===== src/rtl/instr_mem_loader.sv =====
// ----------------------------------------------------------------------------
// instr_mem_loader
//
// Streams bytes from a byte-wide source into a 32-bit instruction memory.
// A load is requested with a one-cycle start pulse carrying a byte start
// address and a word count. Bytes are packed little-endian into words, and
// each completed word is written with a single-cycle mem_we strobe. The
// request is range-checked against DEPTH before any write takes place.
//
// Build option:
//   LOADER_CHECKSUM_EN  defined   -> checksum accumulates every written word
//                       undefined -> checksum tied to 0, no adder
//
// Parameters:
//   DEPTH       instruction memory depth in 32-bit words
//   CNT_W       width of word_count
//
// Ports:
//   clk         clock, all state on rising edge
//   rst_n       asynchronous active-low reset
//   start       one-cycle load request, honoured only when idle
//   base_addr   byte start address (bits [1:0] ignored)
//   word_count  number of words to load
//   byte_valid  source presents a byte
//   byte_data   byte payload
//   byte_ready  loader takes a byte this cycle
//   mem_we      memory write strobe, one cycle per word
//   mem_addr    word-aligned byte address of the write
//   mem_wdata   word to write
//   busy        load in progress (through the done cycle)
//   done        one-cycle end-of-request pulse
//   err         sticky: last request was rejected
//   checksum    running sum of written words
// ----------------------------------------------------------------------------
// state    | meaning
// ---------+------------------------------------------------------------------
// IDLE     | waiting for start; range-checks the request
// COLLECT  | taking bytes from the source until four are packed
// WRITE    | one-cycle memory write of the packed word
// FIN      | one-cycle done pulse, then back to IDLE
// ----------------------------------------------------------------------------
module instr_mem_loader #(
   parameter int DEPTH = 1024,
   parameter int CNT_W = 11
) (
   input  logic             clk,
   input  logic             rst_n,
   input  logic             start,
   input  logic [31:0]      base_addr,
   input  logic [CNT_W-1:0] word_count,
   input  logic             byte_valid,
   input  logic [7:0]       byte_data,
   output logic             byte_ready,
   output logic             mem_we,
   output logic [31:0]      mem_addr,
   output logic [31:0]      mem_wdata,
   output logic             busy,
   output logic             done,
   output logic             err,
   output logic [31:0]      checksum
);

   typedef enum logic [1:0] {
      S_IDLE    = 2'd0,
      S_COLLECT = 2'd1,
      S_WRITE   = 2'd2,
      S_FIN     = 2'd3
   } state_t;

   state_t           state;
   state_t           state_nxt;

   logic [1:0]       lane;
   logic [31:0]      word_buf;
   logic [CNT_W-1:0] words_left;
   logic [31:0]      addr_q;
   logic             err_q;

   logic [32:0]      end_word;
   logic             req_zero;
   logic             req_bad;
   logic             start_go;
   logic             load_go;
   logic             xfer;
   logic             last_word;

   // One word past the last word touched by the request; 33 bits so the
   // sum cannot wrap before it is compared against DEPTH.
   assign end_word  = (33'(base_addr) >> 2) + 33'(word_count);
   assign req_zero  = (word_count == '0);
   assign req_bad   = (33'(word_count) > 33'(DEPTH)) || (end_word > 33'(DEPTH));

   assign start_go  = (state == S_IDLE) && start;
   assign load_go   = start_go && !req_bad && !req_zero;
   assign xfer      = byte_ready && byte_valid;

   // words_left counts down from word_count; the word being written is the
   // last one when only it remains.
   assign last_word = (words_left == CNT_W'(1));

   always_ff @(posedge clk or negedge rst_n) begin
      if (!rst_n) begin
         state <= S_IDLE;
      end else begin
         state <= state_nxt;
      end
   end

   always_comb begin
      state_nxt  = state;
      byte_ready = 1'b0;
      mem_we     = 1'b0;
      done       = 1'b0;
      case (state)
         S_IDLE: begin
            if (start) begin
               if (req_bad || req_zero) begin
                  state_nxt = S_FIN;
               end else begin
                  state_nxt = S_COLLECT;
               end
            end
         end
         S_COLLECT: begin
            byte_ready = 1'b1;
            if (byte_valid && (lane == 2'd3)) begin
               state_nxt = S_WRITE;
            end
         end
         S_WRITE: begin
            mem_we = 1'b1;
            if (last_word) begin
               state_nxt = S_FIN;
            end else begin
               state_nxt = S_COLLECT;
            end
         end
         S_FIN: begin
            done      = 1'b1;
            state_nxt = S_IDLE;
         end
         default: begin
            state_nxt = S_IDLE;
         end
      endcase
   end

   always_ff @(posedge clk or negedge rst_n) begin
      if (!rst_n) begin
         lane       <= '0;
         word_buf   <= '0;
         words_left <= '0;
         addr_q     <= '0;
         err_q      <= 1'b0;
      end else begin
         // Any start taken in IDLE updates err: rejected sets, others clear.
         if (start_go) begin
            err_q <= req_bad;
         end
         if (load_go) begin
            addr_q     <= base_addr & ~32'd3;
            words_left <= word_count;
            lane       <= '0;
         end
         // Shift in from the top: after four bytes the first one has
         // reached [7:0], giving little-endian packing without lane muxing.
         if (xfer) begin
            word_buf <= {byte_data, word_buf[31:8]};
            lane     <= lane + 2'd1;
         end
         if (state == S_WRITE) begin
            words_left <= words_left - CNT_W'(1);
            addr_q     <= addr_q + 32'd4;
         end
      end
   end

   assign mem_addr  = addr_q;
   assign mem_wdata = word_buf;
   assign busy      = (state != S_IDLE);
   assign err       = err_q;

`ifdef LOADER_CHECKSUM_EN
   logic [31:0] csum_q;

   always_ff @(posedge clk or negedge rst_n) begin
      if (!rst_n) begin
         csum_q <= '0;
      end else if (start_go && !req_bad) begin
         csum_q <= '0;
      end else if (mem_we) begin
         csum_q <= csum_q + word_buf;
      end
   end

   assign checksum = csum_q;
`else
   assign checksum = '0;
`endif

endmodule


===== config.mk =====
export PLATFORM = sky130hd
export DESIGN_NAME = instr_mem_loader
export DESIGN_NICKNAME = d
export VERILOG_FILES = /design/src/rtl/instr_mem_loader.sv
export SDC_FILE = /design/constraint.sdc
export NUM_CORES = 1
export LEC_CHECK = 0
export CAP_MARGIN = 10
export CELL_PAD_IN_SITES_DETAIL_PLACEMENT = 0
export CELL_PAD_IN_SITES_GLOBAL_PLACEMENT = 2
export CORE_MARGIN = 2
export CORE_UTILIZATION = 25
export CTS_CLUSTER_DIAMETER = 40
export DETAILED_ROUTE_END_ITERATION = 7
export PLACE_DENSITY = 0.85
export SETUP_SLACK_MARGIN = 0.5
export SYNTH_ARGS = -nofsm -noshare
export SYNTH_HDL_FRONTEND = slang
export SYNTH_SLANG_ARGS = --single-unit

===== constraint.sdc =====
create_clock -name clk -period 2.6 [get_ports clk]
set_input_delay 0.52 -clock clk [delete_from_list [all_inputs] [get_ports clk]]
set_output_delay 0.52 -clock clk [all_outputs]
set_load 0.05 [all_outputs]

==> summary.txt <==
Run status
  • Status: finished with violations
  • Violated checks: setup timing

Clock tree
  • CTS tree: done
  • CTS Buffer Depth: 2
  • Clk sinks: between 70 and 80
  • H-tree Lvls: 3
  • CTS buffer count: 9
  • Worst-path clk slew: 0.06 ns
  • Root buf cell: clkbuf_16
  • Clk Latency, worst-skew pair: 0.33 ns

Routing
  • First-pass detailed-route iteration total: 4
  • Drt via density: 4.69
  • Post-route ant nets: 0
  • Initial DRC count: 243
  • Routed len/inst: 14.7 um
  • DRC: 0
  • Via Count: 5,045
  • Drt total wl: 15,800 um

Yosys
  • Area contributors post-synth: dfrtp_1 (38%), mux2_2 (7.0%), buf_4 (5.1%)
  • XOR/XNOR share of the synthesized area: 0.0222
  • Top_reg_cell synth: dfrtp_1
  • Ys Warns: 0
  • Syn_area_per_cell: between 9 and 10 um2
  • Register bit total from synthesis: 78
  • Most common cell in the netlist: dfrtp_1
  • Compound-Gate Fraction of Synth Area: 0.198
  • Largest family of logic cells by synthesized area: compound AO/OA/AOI/OAI gates
  • Leading area contributor after synthesis: dfrtp_1
  • Post-synthesis mux area share: 0.0838
  • Yosys top cell area share: 0.380
  • Number of distinct library cells after synthesis: ~70
  • Post-synth EDFFs: 0
  • Seq/Total Area, Yosys: 0.380
  • Cells after Synth: between 500 and 600
  • Adder and majority gate portion of the synthesized area: 0.0405
  • Synth top cells by count: dfrtp_1 (78), a21oi_1 (44), nand2_1 (39)
  • Mapped Area: between 0.005 and 0.006 mm2
  • Post-Synth Simple-Gate Area: 0.194
  • Fraction of registers with async set or reset after synthesis: 1.00

Timing
  • Final WS setup: -0.804 ns
  • Final hold violation count: 0
  • Clk_skew: 0.00522 ns
  • Tmin final: 3.40 ns
  • Post-route clock period utilization: 1.31
  • Slew HR: 0.624
  • RSZ-0062 raised after global routing: true
  • Finish-stage setup viols: 45
  • Fmax: slightly below 0.3 GHz
  • Slew @ Worst Pin: 0.563 ns
  • Final Max Tran Viols: 0

Global route
  • Global-route track usage on met3: 0.0236
  • Largest net degree at the start of global routing: 41
  • GRT Residual Overflow: 0
  • Initial antenna violation count: 0
  • Overall routing resource usage: 0.146
  • Vias in the first global route: 4,952
  • Most Crowded Layer GR: met2
  • First-pass GRT wire length: 25,800 um
  • Met2 global-route usage: 0.234
  • Met1 Use GR: 0.204

Critical path
  • Worst Path Arrival: 3.66 ns
  • CP max stage cell: or4_4
  • Max stage delay on crit path: 0.59 ns
  • Critical path type: input port to flip-flop
  • Startpoint Class: input port
  • CP required: 2.85 ns
  • CP max FO: 7
  • Critical Path End Type: flip-flop
  • CP Cell Sequence: buf_6 -> ha_4 -> fa_2 -> a21o_1 -> a221oi_4 -> a2bb2oi_4 -> a21oi_2 -> o31ai_2 -> o2111ai_2 -> or4_4 -> buf_6 -> or3b_1 -> o211ai_2
  • Most used cell, CP: buf_6

Die
  • # rows: 52
  • DIE HEIGHT: 147 um
  • Core area: slightly above 0.02 mm2
  • Starting Density: 0.255
  • I/O pin count: between 150 and 200
  • Die W: about 150 um
  • DIE AREA: roughly 0.022 mm2

Power and ir drop
  • Max IR drop VDD: 0.456 mV
  • Net Sw Frac: 0.466
  • Pleak: 3.66 nW
  • Switching Power: 3.82 mW
  • Sequential power share: 0.264
  • PD cells: 1010 mW/mm2
  • Combinational share of power: 0.561
  • P_int: 4.37 mW
  • Clock share of power: 0.174

Job
  • Max cap viols: 0

Placed design
  • Dpl cells: 1,046
  • Port Buffers: 119
  • Placer Congestion: roughly 0.86
  • Hpwl dp: 12,200 um

Layout
  • # diodes: 0
  • Layout Nets: 872
  • Area Overhead vs Synth: 58.2%
  • Final core occ: 0.403
  • Non-filler instance count after layout: 1,075
  • # fillers: 2,050
  • Layout cells sized above 1: 0.309

Worst hold path
  • Hold Crit Class: input port to asynchronous set/reset pin
-- flip-flops by register name, indices dropped and copies added, names as in the netlist --
name        count
state           2
mem_wdata      32
words_left     11
lane            2
err             1
mem_addr       30
-- through the flow --
stage / setup WS [ns] / setup TNS [ns] / hold WS (ns) / total power, mW / area, um2
finish: -0.804 / -32.65 / 0.181 / 8.19 / 8120
floorplan: -0.835 / -31.58 / 0.224 / 5.12 / 5320
CTS: -0.735 / -29.86 / 0.192 / 8.22 / 7960
detailed placement: -1.57 / -65.86 / 0.478 / 6.82 / 7420
global placement: -1.53 / -63.66 / 0.472 / 6.76 / 7420
global route: -0.877 / -36.38 / 0.216 / 8.67 / 8120
-- power by group through the flow --
stage                     Combinational (mW)  Clock, mW  Sequential (mW)
after global placement                  4.59          0             2.18
after CTS                               4.57       1.47             2.17
after detailed placement                4.62          0             2.19
final                                   4.60       1.43             2.16
after floorplan                         1.47          0             3.64
after global routing                    4.89       1.52             2.26
-- cell families after synthesis --
group,after synthesis
compound gates,149
xor+xnor,13
fa+ha+maj,16
buf+inv,72
flops,78
mux,39
other cells,1
simple gates,193
-- layout by cell type (no fill, tap or decap), drive strengths merged, types with 13 or more instances in the layout --
cell,instances
buf,134
dfrtp,78
clkdlybuf4s50,63
a21oi,44
nand2,40
dlygate4sd2,39
nor2,37
conb,34
nand3,33
mux2,32
o21ai,25
inv,19
nor3,16
a31oi,15
ha,15
nand4,13
-- final cells by class --
type | instances | area [um2] | area share
Multi-Input combinational cell | 444 | 3190 | 0.393
Timing Repair Buffer | 249 | 2230 | 0.275
Sequential cell | 78 | 1950 | 0.240
Tap cell | 270 | 338 | 0.0416
Clock buffer | 9 | 225 | 0.0277
Clock inverter | 6 | 111 | 0.0137
Inverter | 19 | 71.3 | 0.00878
-- critical path: cells and delay by family --
family	cells	cell delay [ns]
simple gates	2	0.95
fa+ha+maj	2	0.54
compound gates	7	1.38
buf+inv	2	0.27
-- worst paths after layout --
check / start / endpoint / slack [ns] / depth (start not counted)
setup / recovery: word_count[0] / words_left[1] / -0.80 / 13
hold / removal: rst_n / mem_addr[17] / 0.18 / 1
setup reg to reg: mem_addr[8] / mem_addr[31] / 0.11 / 10
hold reg to reg: words_left[5] / words_left[5] / 0.49 / 1
max in group asynchronous: rst_n / mem_wdata[10] / 1.83 / 2
min in group clk: words_left[5] / words_left[5] / 0.49 / 1
-- routing by layer --
| metal | up-vias | share of wire |
|---|---|---|
| li1 | 2507 | - |
| met1 | 2369 | 0.47 |
| met2 | 151 | 0.46 |
| met3 | 18 | 0.052 |
| met4 | 0 | 0.016 |
| met5 | - | 0 |
-- timing repair --
| action | 4_1_cts | 5_1_grt |
|---|---|---|
| gates resized for setup | 93 | 32 |
| buffers inserted | 10 | 2 |
| setup endpoints to repair | 71 | 55 |
| hold buffers | 0 | 0 |
| pin swaps | 19 | 9 |
| gates cloned | 1 | 1 |
No activity file was read; power rests on OpenSTA's default activity.
